## src/rtl/tx_line_sched_pkg.sv

```systemverilog
// Shared definitions for the RS-485 line scheduler: fx register map, line modes, FSM states.
// Latency: n/a (types and constants only).
// Backpressure: n/a.
package tx_line_sched_pkg;

    // fx register offsets within this module's 1 KiB window
    localparam logic [9:0] REG_LINE_MODE = 10'h000;
    localparam logic [9:0] REG_STATUS    = 10'h001;
    localparam logic [9:0] REG_FRM_CNT   = 10'h002;
    localparam logic [9:0] REG_ERR_CLR   = 10'h003;

    // Which driver(s) a frame goes out on
    typedef enum logic [1:0] {
        LM_A    = 2'd0,
        LM_B    = 2'd1,
        LM_ALT  = 2'd2,
        LM_BOTH = 2'd3
    } line_mode_e;

    // Egress sequencing: DE lead guard, byte send/wait loop, DE tail guard
    typedef enum logic [2:0] {
        ST_IDLE = 3'd0,
        ST_LEAD = 3'd1,
        ST_SEND = 3'd2,
        ST_WAIT = 3'd3,
        ST_TAIL = 3'd4
    } state_e;

endpackage

```

## src/rtl/tx_line_sched_sync_fifo.sv

```systemverilog
// Single-clock FIFO with first-word-fall-through read (dout valid whenever not empty).
// Latency: a pushed word is visible on dout_o the cycle after the push.
// Backpressure: push when full is ignored unless a pop happens in the same cycle.
module tx_line_sched_sync_fifo #(
    parameter int W  = 8,
    parameter int AW = 9
) (
    input  logic         clk_sys,
    input  logic         rst_n,
    input  logic         push_i,
    input  logic [W-1:0] din_i,
    input  logic         pop_i,
    output logic [W-1:0] dout_o,
    output logic         empty_o,
    output logic         full_o
);
    localparam int unsigned DEPTH    = 1 << AW;
    localparam logic [AW:0] FULL_CNT = {1'b1, {AW{1'b0}}};

    logic [W-1:0]  mem_q [DEPTH];
    logic [AW-1:0] wr_ptr_q;
    logic [AW-1:0] rd_ptr_q;
    logic [AW:0]   cnt_q;
    logic          wr_en;
    logic          rd_en;

    assign empty_o = (cnt_q == '0);
    assign full_o  = (cnt_q == FULL_CNT);
    assign rd_en   = pop_i & ~empty_o;
    assign wr_en   = push_i & (~full_o | rd_en);
    assign dout_o  = mem_q[rd_ptr_q];

    // Storage array; contents are don't-care until written, so no reset
    always_ff @(posedge clk_sys) begin
        if (wr_en) mem_q[wr_ptr_q] <= din_i;
    end

    // Pointers and occupancy; simultaneous push and pop leave the count unchanged
    always_ff @(posedge clk_sys or negedge rst_n) begin
        if (!rst_n) begin
            wr_ptr_q <= '0;
            rd_ptr_q <= '0;
            cnt_q    <= '0;
        end else begin
            if (wr_en) wr_ptr_q <= wr_ptr_q + 1'b1;
            if (rd_en) rd_ptr_q <= rd_ptr_q + 1'b1;
            case ({wr_en, rd_en})
                2'b10:   cnt_q <= cnt_q + 1'b1;
                2'b01:   cnt_q <= cnt_q - 1'b1;
                default: cnt_q <= cnt_q;
            endcase
        end
    end

endmodule

```

## src/rtl/tx_line_sched.sv

```systemverilog
// Buffers packed frames and plays them byte-by-byte onto RS-485 line A/B with DE guard times.
// Latency: frame starts egress 1 cycle after its end is seen, then DE_LEAD_US us of DE lead.
// Backpressure: none upstream (overflowing bytes/frames are dropped and flagged); waits on tx_busy.
module tx_line_sched
    import tx_line_sched_pkg::*;
#(
    parameter int DAT_AW       = 9,
    parameter int LEN_DEPTH_AW = 2,
    parameter int DE_LEAD_US   = 2,
    parameter int DE_TAIL_US   = 2
) (
    input  logic        clk_sys,
    input  logic        rst_n,
    input  logic        pluse_us,
    input  logic [7:0]  pk_data,
    input  logic        pk_vld,
    input  logic        pk_frm,
    output logic [7:0]  tx_byte,
    output logic        tx_start,
    input  logic        tx_busy,
    output logic        sel_b,
    output logic        de_a,
    output logic        de_b,
    input  logic [15:0] fx_waddr,
    input  logic        fx_wr,
    input  logic [7:0]  fx_data,
    input  logic        fx_rd,
    input  logic [15:0] fx_raddr,
    output logic [7:0]  fx_q,
    input  logic [5:0]  mod_id
);
    localparam logic [7:0] LEAD_LAST = 8'(DE_LEAD_US - 1);
    localparam logic [7:0] TAIL_LAST = 8'(DE_TAIL_US - 1);

    state_e     state_q, state_d;
    line_mode_e line_mode_q;

    logic       pk_frm_q, acc_q;
    logic [9:0] byte_cnt_q;
    logic       frm_rise, frm_fall, acc_now, byte_in;

    logic       dat_push, dat_pop, dat_empty, dat_full;
    logic [7:0] dat_dout;
    logic       len_push, len_pop, len_empty, len_full;
    logic [9:0] len_dout;

    logic [9:0] rem_q;
    logic [7:0] us_q;
    logic       use_a_q, use_b_q, sel_b_q, alt_q, wait1_q;
    logic [7:0] frm_cnt_q;
    logic       err_lenovf_q, err_datovf_q;
    logic [7:0] fx_q_q, rd_mux;
    logic       lead_done, tail_done, wait_done, busy, de_any;
    logic       fx_wsel, err_clr, lenovf_set, datovf_set;

    // ---------------- ingress ----------------
    assign frm_rise = pk_frm & ~pk_frm_q;
    assign frm_fall = ~pk_frm & pk_frm_q;
    // Admission is decided on the first cycle of a frame, so bytes on that cycle count too
    assign acc_now  = frm_rise ? ~len_full : acc_q;
    assign byte_in  = pk_frm & pk_vld & acc_now;
    assign dat_push = byte_in & (~dat_full | dat_pop);
    assign len_push = frm_fall & acc_q & (byte_cnt_q != '0);

    assign lenovf_set = frm_rise & len_full;
    assign datovf_set = byte_in & ~dat_push;

    // Frame edge tracking, admission flag and per-frame count of stored bytes
    always_ff @(posedge clk_sys or negedge rst_n) begin
        if (!rst_n) begin
            pk_frm_q   <= 1'b0;
            acc_q      <= 1'b0;
            byte_cnt_q <= '0;
        end else begin
            pk_frm_q <= pk_frm;
            if (frm_rise)      acc_q <= ~len_full;
            else if (frm_fall) acc_q <= 1'b0;
            if (frm_rise)      byte_cnt_q <= {9'd0, dat_push};
            else if (dat_push) byte_cnt_q <= byte_cnt_q + 10'd1;
        end
    end

    tx_line_sched_sync_fifo #(.W(8), .AW(DAT_AW)) u_dat_fifo (
        .clk_sys (clk_sys),
        .rst_n   (rst_n),
        .push_i  (dat_push),
        .din_i   (pk_data),
        .pop_i   (dat_pop),
        .dout_o  (dat_dout),
        .empty_o (dat_empty),
        .full_o  (dat_full)
    );

    tx_line_sched_sync_fifo #(.W(10), .AW(LEN_DEPTH_AW)) u_len_fifo (
        .clk_sys (clk_sys),
        .rst_n   (rst_n),
        .push_i  (len_push),
        .din_i   (byte_cnt_q),
        .pop_i   (len_pop),
        .dout_o  (len_dout),
        .empty_o (len_empty),
        .full_o  (len_full)
    );

    // ---------------- egress FSM ----------------
    assign lead_done = pluse_us & (us_q == LEAD_LAST);
    assign tail_done = pluse_us & (us_q == TAIL_LAST);
    // The cycle right after tx_start is skipped: the serializer may not have raised busy yet
    assign wait_done = ~wait1_q & ~tx_busy;

    // State register
    always_ff @(posedge clk_sys or negedge rst_n) begin
        if (!rst_n) state_q <= ST_IDLE;
        else        state_q <= state_d;
    end

    // Next-state logic
    always_comb begin
        state_d = state_q;
        case (state_q)
            ST_IDLE: if (!len_empty) state_d = ST_LEAD;
            ST_LEAD: if (lead_done)  state_d = ST_SEND;
            ST_SEND: state_d = ST_WAIT;
            ST_WAIT: if (wait_done)  state_d = (rem_q != '0) ? ST_SEND : ST_TAIL;
            ST_TAIL: if (tail_done)  state_d = ST_IDLE;
            default: state_d = ST_IDLE;
        endcase
    end

    // Outputs decoded from state; DE follows the line choice latched at frame start
    always_comb begin
        len_pop  = 1'b0;
        dat_pop  = 1'b0;
        tx_start = 1'b0;
        tx_byte  = 8'h00;
        de_a     = 1'b0;
        de_b     = 1'b0;
        case (state_q)
            ST_IDLE: len_pop = ~len_empty;
            ST_SEND: begin
                dat_pop  = ~dat_empty;
                tx_start = 1'b1;
                tx_byte  = dat_dout;
            end
            default: ;
        endcase
        if (state_q != ST_IDLE) begin
            de_a = use_a_q;
            de_b = use_b_q;
        end
    end

    assign busy   = (state_q != ST_IDLE);
    assign de_any = de_a | de_b;
    assign sel_b  = sel_b_q & busy;

    // Egress datapath: remaining bytes, us guard counter, line selection, frame counter
    always_ff @(posedge clk_sys or negedge rst_n) begin
        if (!rst_n) begin
            rem_q     <= '0;
            us_q      <= '0;
            use_a_q   <= 1'b0;
            use_b_q   <= 1'b0;
            sel_b_q   <= 1'b0;
            alt_q     <= 1'b0;
            wait1_q   <= 1'b0;
            frm_cnt_q <= '0;
        end else begin
            wait1_q <= (state_q == ST_SEND);
            case (state_q)
                ST_IDLE: if (!len_empty) begin
                    rem_q <= len_dout;
                    us_q  <= '0;
                    case (line_mode_q)
                        LM_A:    begin use_a_q <= 1'b1;   use_b_q <= 1'b0;  sel_b_q <= 1'b0;  end
                        LM_B:    begin use_a_q <= 1'b0;   use_b_q <= 1'b1;  sel_b_q <= 1'b1;  end
                        LM_ALT:  begin use_a_q <= ~alt_q; use_b_q <= alt_q; sel_b_q <= alt_q; end
                        default: begin use_a_q <= 1'b1;   use_b_q <= 1'b1;  sel_b_q <= 1'b0;  end
                    endcase
                end
                ST_LEAD: if (pluse_us) us_q <= us_q + 8'd1;
                ST_SEND: rem_q <= rem_q - 10'd1;
                ST_WAIT: if (wait_done && rem_q == '0) us_q <= '0;
                ST_TAIL: if (pluse_us) begin
                    if (tail_done) begin
                        alt_q     <= ~alt_q;
                        frm_cnt_q <= frm_cnt_q + 8'd1;
                    end else begin
                        us_q <= us_q + 8'd1;
                    end
                end
                default: ;
            endcase
        end
    end

    // ---------------- fx bus ----------------
    assign fx_wsel = fx_wr & (fx_waddr[15:10] == mod_id);
    assign err_clr = fx_wsel & (fx_waddr[9:0] == REG_ERR_CLR) & fx_data[0];

    // Read mux; unmapped offsets and other module ids read as zero
    always_comb begin
        rd_mux = 8'h00;
        if (fx_raddr[15:10] == mod_id) begin
            case (fx_raddr[9:0])
                REG_LINE_MODE: rd_mux = {6'd0, line_mode_q};
                REG_STATUS:    rd_mux = {4'd0, err_lenovf_q, err_datovf_q, busy, de_any};
                REG_FRM_CNT:   rd_mux = frm_cnt_q;
                default:       rd_mux = 8'h00;
            endcase
        end
    end

    // Config/error registers and the held read-data register; error set beats clear
    always_ff @(posedge clk_sys or negedge rst_n) begin
        if (!rst_n) begin
            line_mode_q  <= LM_A;
            err_lenovf_q <= 1'b0;
            err_datovf_q <= 1'b0;
            fx_q_q       <= 8'h00;
        end else begin
            if (fx_wsel && fx_waddr[9:0] == REG_LINE_MODE) line_mode_q <= line_mode_e'(fx_data[1:0]);
            if (lenovf_set)   err_lenovf_q <= 1'b1;
            else if (err_clr) err_lenovf_q <= 1'b0;
            if (datovf_set)   err_datovf_q <= 1'b1;
            else if (err_clr) err_datovf_q <= 1'b0;
            if (fx_rd) fx_q_q <= rd_mux;
        end
    end

    assign fx_q = fx_q_q;

endmodule

```

## config.mk

```make
export PLATFORM = sky130hd
export DESIGN_NAME = tx_line_sched
export DESIGN_NICKNAME = d
export VERILOG_FILES = /design/src/rtl/tx_line_sched_pkg.sv /design/src/rtl/tx_line_sched_sync_fifo.sv /design/src/rtl/tx_line_sched.sv
export SDC_FILE = /design/constraint.sdc
export NUM_CORES = 2
export LEC_CHECK = 0
export BUFFER_PORTS_ARGS = -buffer_cell sky130_fd_sc_hd__buf_2
export CORE_ASPECT_RATIO = 0.8
export CORE_UTILIZATION = 31
export DETAILED_ROUTE_END_ITERATION = 10
export PLACE_DENSITY = 0.52
export SETUP_SLACK_MARGIN = 0.4
export SYNTH_ARGS = -nofsm -noshare
export SYNTH_HDL_FRONTEND = slang
export SYNTH_MEMORY_MAX_BITS = 65536
export SYNTH_SLANG_ARGS = --single-unit
```

## constraint.sdc

```tcl
create_clock -name clk_sys -period 10.5 [get_ports clk_sys]
set_clock_uncertainty 0.05 [all_clocks]
set_input_delay 0 -clock clk_sys [delete_from_list [all_inputs] [get_ports clk_sys]]
set_output_delay 0 -clock clk_sys [all_outputs]
set_load 0.05 [all_outputs]
```

==> impl_metrics.tcl <==
set metrics [dict create \
    status "finished with violations" \
    violations "design-rule violations" \
    final_cell_mix "edfxtp_1 (4,136), mux4_2 (1,016), nor2_1 (595)" \
    grt_max_degree 183 \
    pre_cts_ws_ns 4.34 \
    hold_slack_ns 0.0763 \
    hold_violations 0 \
    grt_pass1_wl_mm 663 \
    cts_sinks 4229 \
    drt_first_pass_iters 9 \
    finalMaxSlewViolations 0 \
    arrival_ns 7.16 \
    worstPathMaxFanout 54 \
    yosysSeqAreaShare 0.767 \
    crit_required_ns 10.45 \
    ant_nets 0 \
    dp_hpwl_mm 282 \
    cts_buffers 403 \
    drive_gt1_frac 0.227 \
    max-slew-margin-rel 0.0710 \
    syn_nets 7947 \
    clk_path_buf_depth 4 \
    synth_ff_type "edfxtp_1" \
    io_buffers 75 \
    synthCells 7859 \
    reg2reg_from "pk_frm_q" \
    leakagePower_uw 0.0571 \
    m1WireLength_mm 208 \
    wl_per_cell_um 30.8 \
    die-height_um 655 \
    die_area_um2 535000 \
    power.density_nw_per_um2 245 \
    nFillCells 48900 \
    synth_seq_cells 4229 \
    max_cap_viol_count 0 \
    synth-edff-count 4136 \
    irDropWorstVdd_v 0.000251 \
    layout.cells.non_filler 15500 \
    fin_crit_sh 0.686 \
    grt_pass1_vias 82300 \
    r2r_end "u_dat_fifo.cnt_q[8]" \
    path_clk_slew_ns 0.06 \
    finalWorstSetupSlack_ns 3.29 \
    place_area_um2 174000 \
    area_delta_synth_final_pct 13.3 \
    routed_wl_mm 478 \
    ys_types 79 \
    via_per_inst 5.33 \
    fin_setup_tns_ns 0 \
    htree_num_levels 5 \
    dp_cells 14700 \
    worst_pin_slew_ns 1.39 \
    setup_viol 0 \
    fin_crit_ns 7.21 \
    core.rowCount 239 \
    gr-usage-all-layers 0.174 \
    cts_root_buf "clkbuf_16" \
    end_kind "output pin" \
    antenna_found_initial 37 \
    io_pins 82 \
    hold_class "input port to flip-flop" \
    cts_tree "built" \
    wl_met3_mm 37.4 \
    wl_met2_mm 220 \
    max_freq_mhz 139 \
    async_reset_ff_frac 0.0220 \
    synth_area_um2 165000 \
    ff2ff_path_depth 16 \
    rsz0062_at_grt "no" \
    final_common_cell "edfxtp_1" \
    highest_layer "met5" \
    hold_start "fx_raddr[1]" \
    start_util 0.311 \
    insertion_delay_ns 0.97 \
    postSynthAreaPerCell_um2 21.0 \
    drt_iter0_markers 11500 \
    path_class "flip-flop to output pin" \
    route.detailed.drc 28 \
    reg2reg_slack_ns 4.81 \
    ys_warn_count 0 \
    num_vias 82700 \
    coreArea_um2 530000 \
    finalNetCount 8174 \
    routabilityCongestion 0.813 \
    whs_endpoint "fx_q[0]" \
    hold_depth 5 \
    die_x_um 818 \
    startpoint_type "flip-flop" \
    grt_overflow_total 0 \
    finalInstanceArea_um2 187000 \
]
==> synthesized netlist by cell type, drive strengths merged, types with 8 or more instances <==
cell / number / share of area
nand2b: 14 / 0.00053
o21ai: 92 / 0.0028
nor3b: 12 / 0.00055
a31oi: 20 / 0.00076
nand4: 21 / 0.00080
dfrtp: 93 / 0.014
o22ai: 54 / 0.0020
xor2: 27 / 0.0014
a22o: 26 / 0.0014
and2: 15 / 0.00057
nor2: 601 / 0.014
nand3: 45 / 0.0014
clkbuf: 241 / 0.0055
a211oi: 40 / 0.0018
o221ai: 32 / 0.0017
a2111oi: 8 / 0.00043
nor3: 35 / 0.0011
buf: 245 / 0.0097
edfxtp: 4136 / 0.75
nand2: 205 / 0.0047
nor2b: 18 / 0.00068
a21oi: 116 / 0.0035
or3: 10 / 0.00038
o211ai: 20 / 0.00091
xnor2: 32 / 0.0017
mux4: 1016 / 0.14
a311oi: 8 / 0.00042
inv: 39 / 0.00089
or4: 9 / 0.00041
o31ai: 9 / 0.00041
mux2: 27 / 0.0018
a211o: 13 / 0.00069
a22oi: 133 / 0.0061
a221oi: 44 / 0.0023
ha: 25 / 0.0019
and3: 18 / 0.00068
nor4: 12 / 0.00045
mux2i: 267 / 0.016
==> registers in the layout (all words and copies together) (netlist names), 2 cells and up <==
name,count
u_len_fifo.rd_ptr_q,2
state_q,3
u_dat_fifo.cnt_q,10
us_q,8
u_len_fifo.wr_ptr_q,2
byte_cnt_q,10
u_dat_fifo.mem_q,4096
u_len_fifo.mem_q,40
u_dat_fifo.wr_ptr_q,9
frm_cnt_q,8
fx_q,8
u_dat_fifo.rd_ptr_q,9
rem_q,10
line_mode_q,2
u_len_fifo.cnt_q,3
==> through the flow <==
step | util | power [uW]
2_1_floorplan | - | 27200
3_3_place_gp | 0.328 | 32000
3_5_place_dp | 0.328 | 32000
4_1_cts | 0.353 | 46200
5_1_grt | 0.353 | 47200
6_report | 0.353 | 45800
==> worst max path at each step <==
stage                                 from  depth (start not counted)  slack (ns)                  end
detailed placement  u_dat_fifo.rd_ptr_q[2]                         10        4.34           tx_byte[6]
finish              u_dat_fifo.rd_ptr_q[2]                         11        3.29           tx_byte[6]
global placement    u_dat_fifo.rd_ptr_q[2]                         10        4.36           tx_byte[6]
global route        u_dat_fifo.rd_ptr_q[2]                          9        3.43           tx_byte[2]
floorplan                       state_q[2]                         16        6.34  u_dat_fifo.cnt_q[8]
CTS                 u_dat_fifo.rd_ptr_q[2]                         10        3.31           tx_byte[6]
==> routing by layer <==
| layer | global-route usage | vias up |
|---|---|---|
| met3 | 0.0287 | 642 |
| li1 | - | 33200 |
| met4 | 0.0423 | 4 |
| met5 | 0 | - |
| met1 | 0.254 | 45300 |
| met2 | 0.272 | 3610 |
==> report_power, final <==
part	switching, uW	internal, uW	leakage [uW]
combinational	7620	5070	0.0126
sequential	304	18600	0.0384
clock	6380	7850	0.00614
==> area by class of cell <==
cell class	count	area [um2]	area share
Tap cell	7109	8890	0.0476
Clock inverter	230	1790	0.00956
Clock buffer	496	10700	0.0574
Sequential cell	4229	127000	0.677
Multi-Input combinational cell	3104	36100	0.193
Timing Repair Buffer	308	2660	0.0142
Antenna cell	8	20.0	0.000107
Inverter	40	161	0.000863
==> critical path: stages (launching register included) <==
cell and delay [ns]:
dfrtp_4 0.76, buf_4 0.77, and2_4 0.66, buf_12 0.53
a22oi_1 0.31, a31oi_1 0.27, o21ai_0 0.13, buf_4 0.18
a21oi_1 0.63, o31ai_1 0.34, a311oi_2 0.78, buf_2 0.40
==> cell families after synthesis <==
kind of cell    after synthesis  share of synthesized area
simple gates               1037                     0.0269
mux                        1310                      0.157
fa+ha+maj                    26                    0.00202
xor+xnor                     59                    0.00313
flops                      4229                      0.767
compound gates              672                     0.0284
buf+inv                     526                     0.0161
==> timing repair <==
action,CTS,global route
setup endpoints to repair,0,0
resized for setup,0,0
hold buffers,47,0
setup buffers,0,0
hold endpoints to repair,1489,0
No activity file was read; power rests on OpenSTA's default activity.
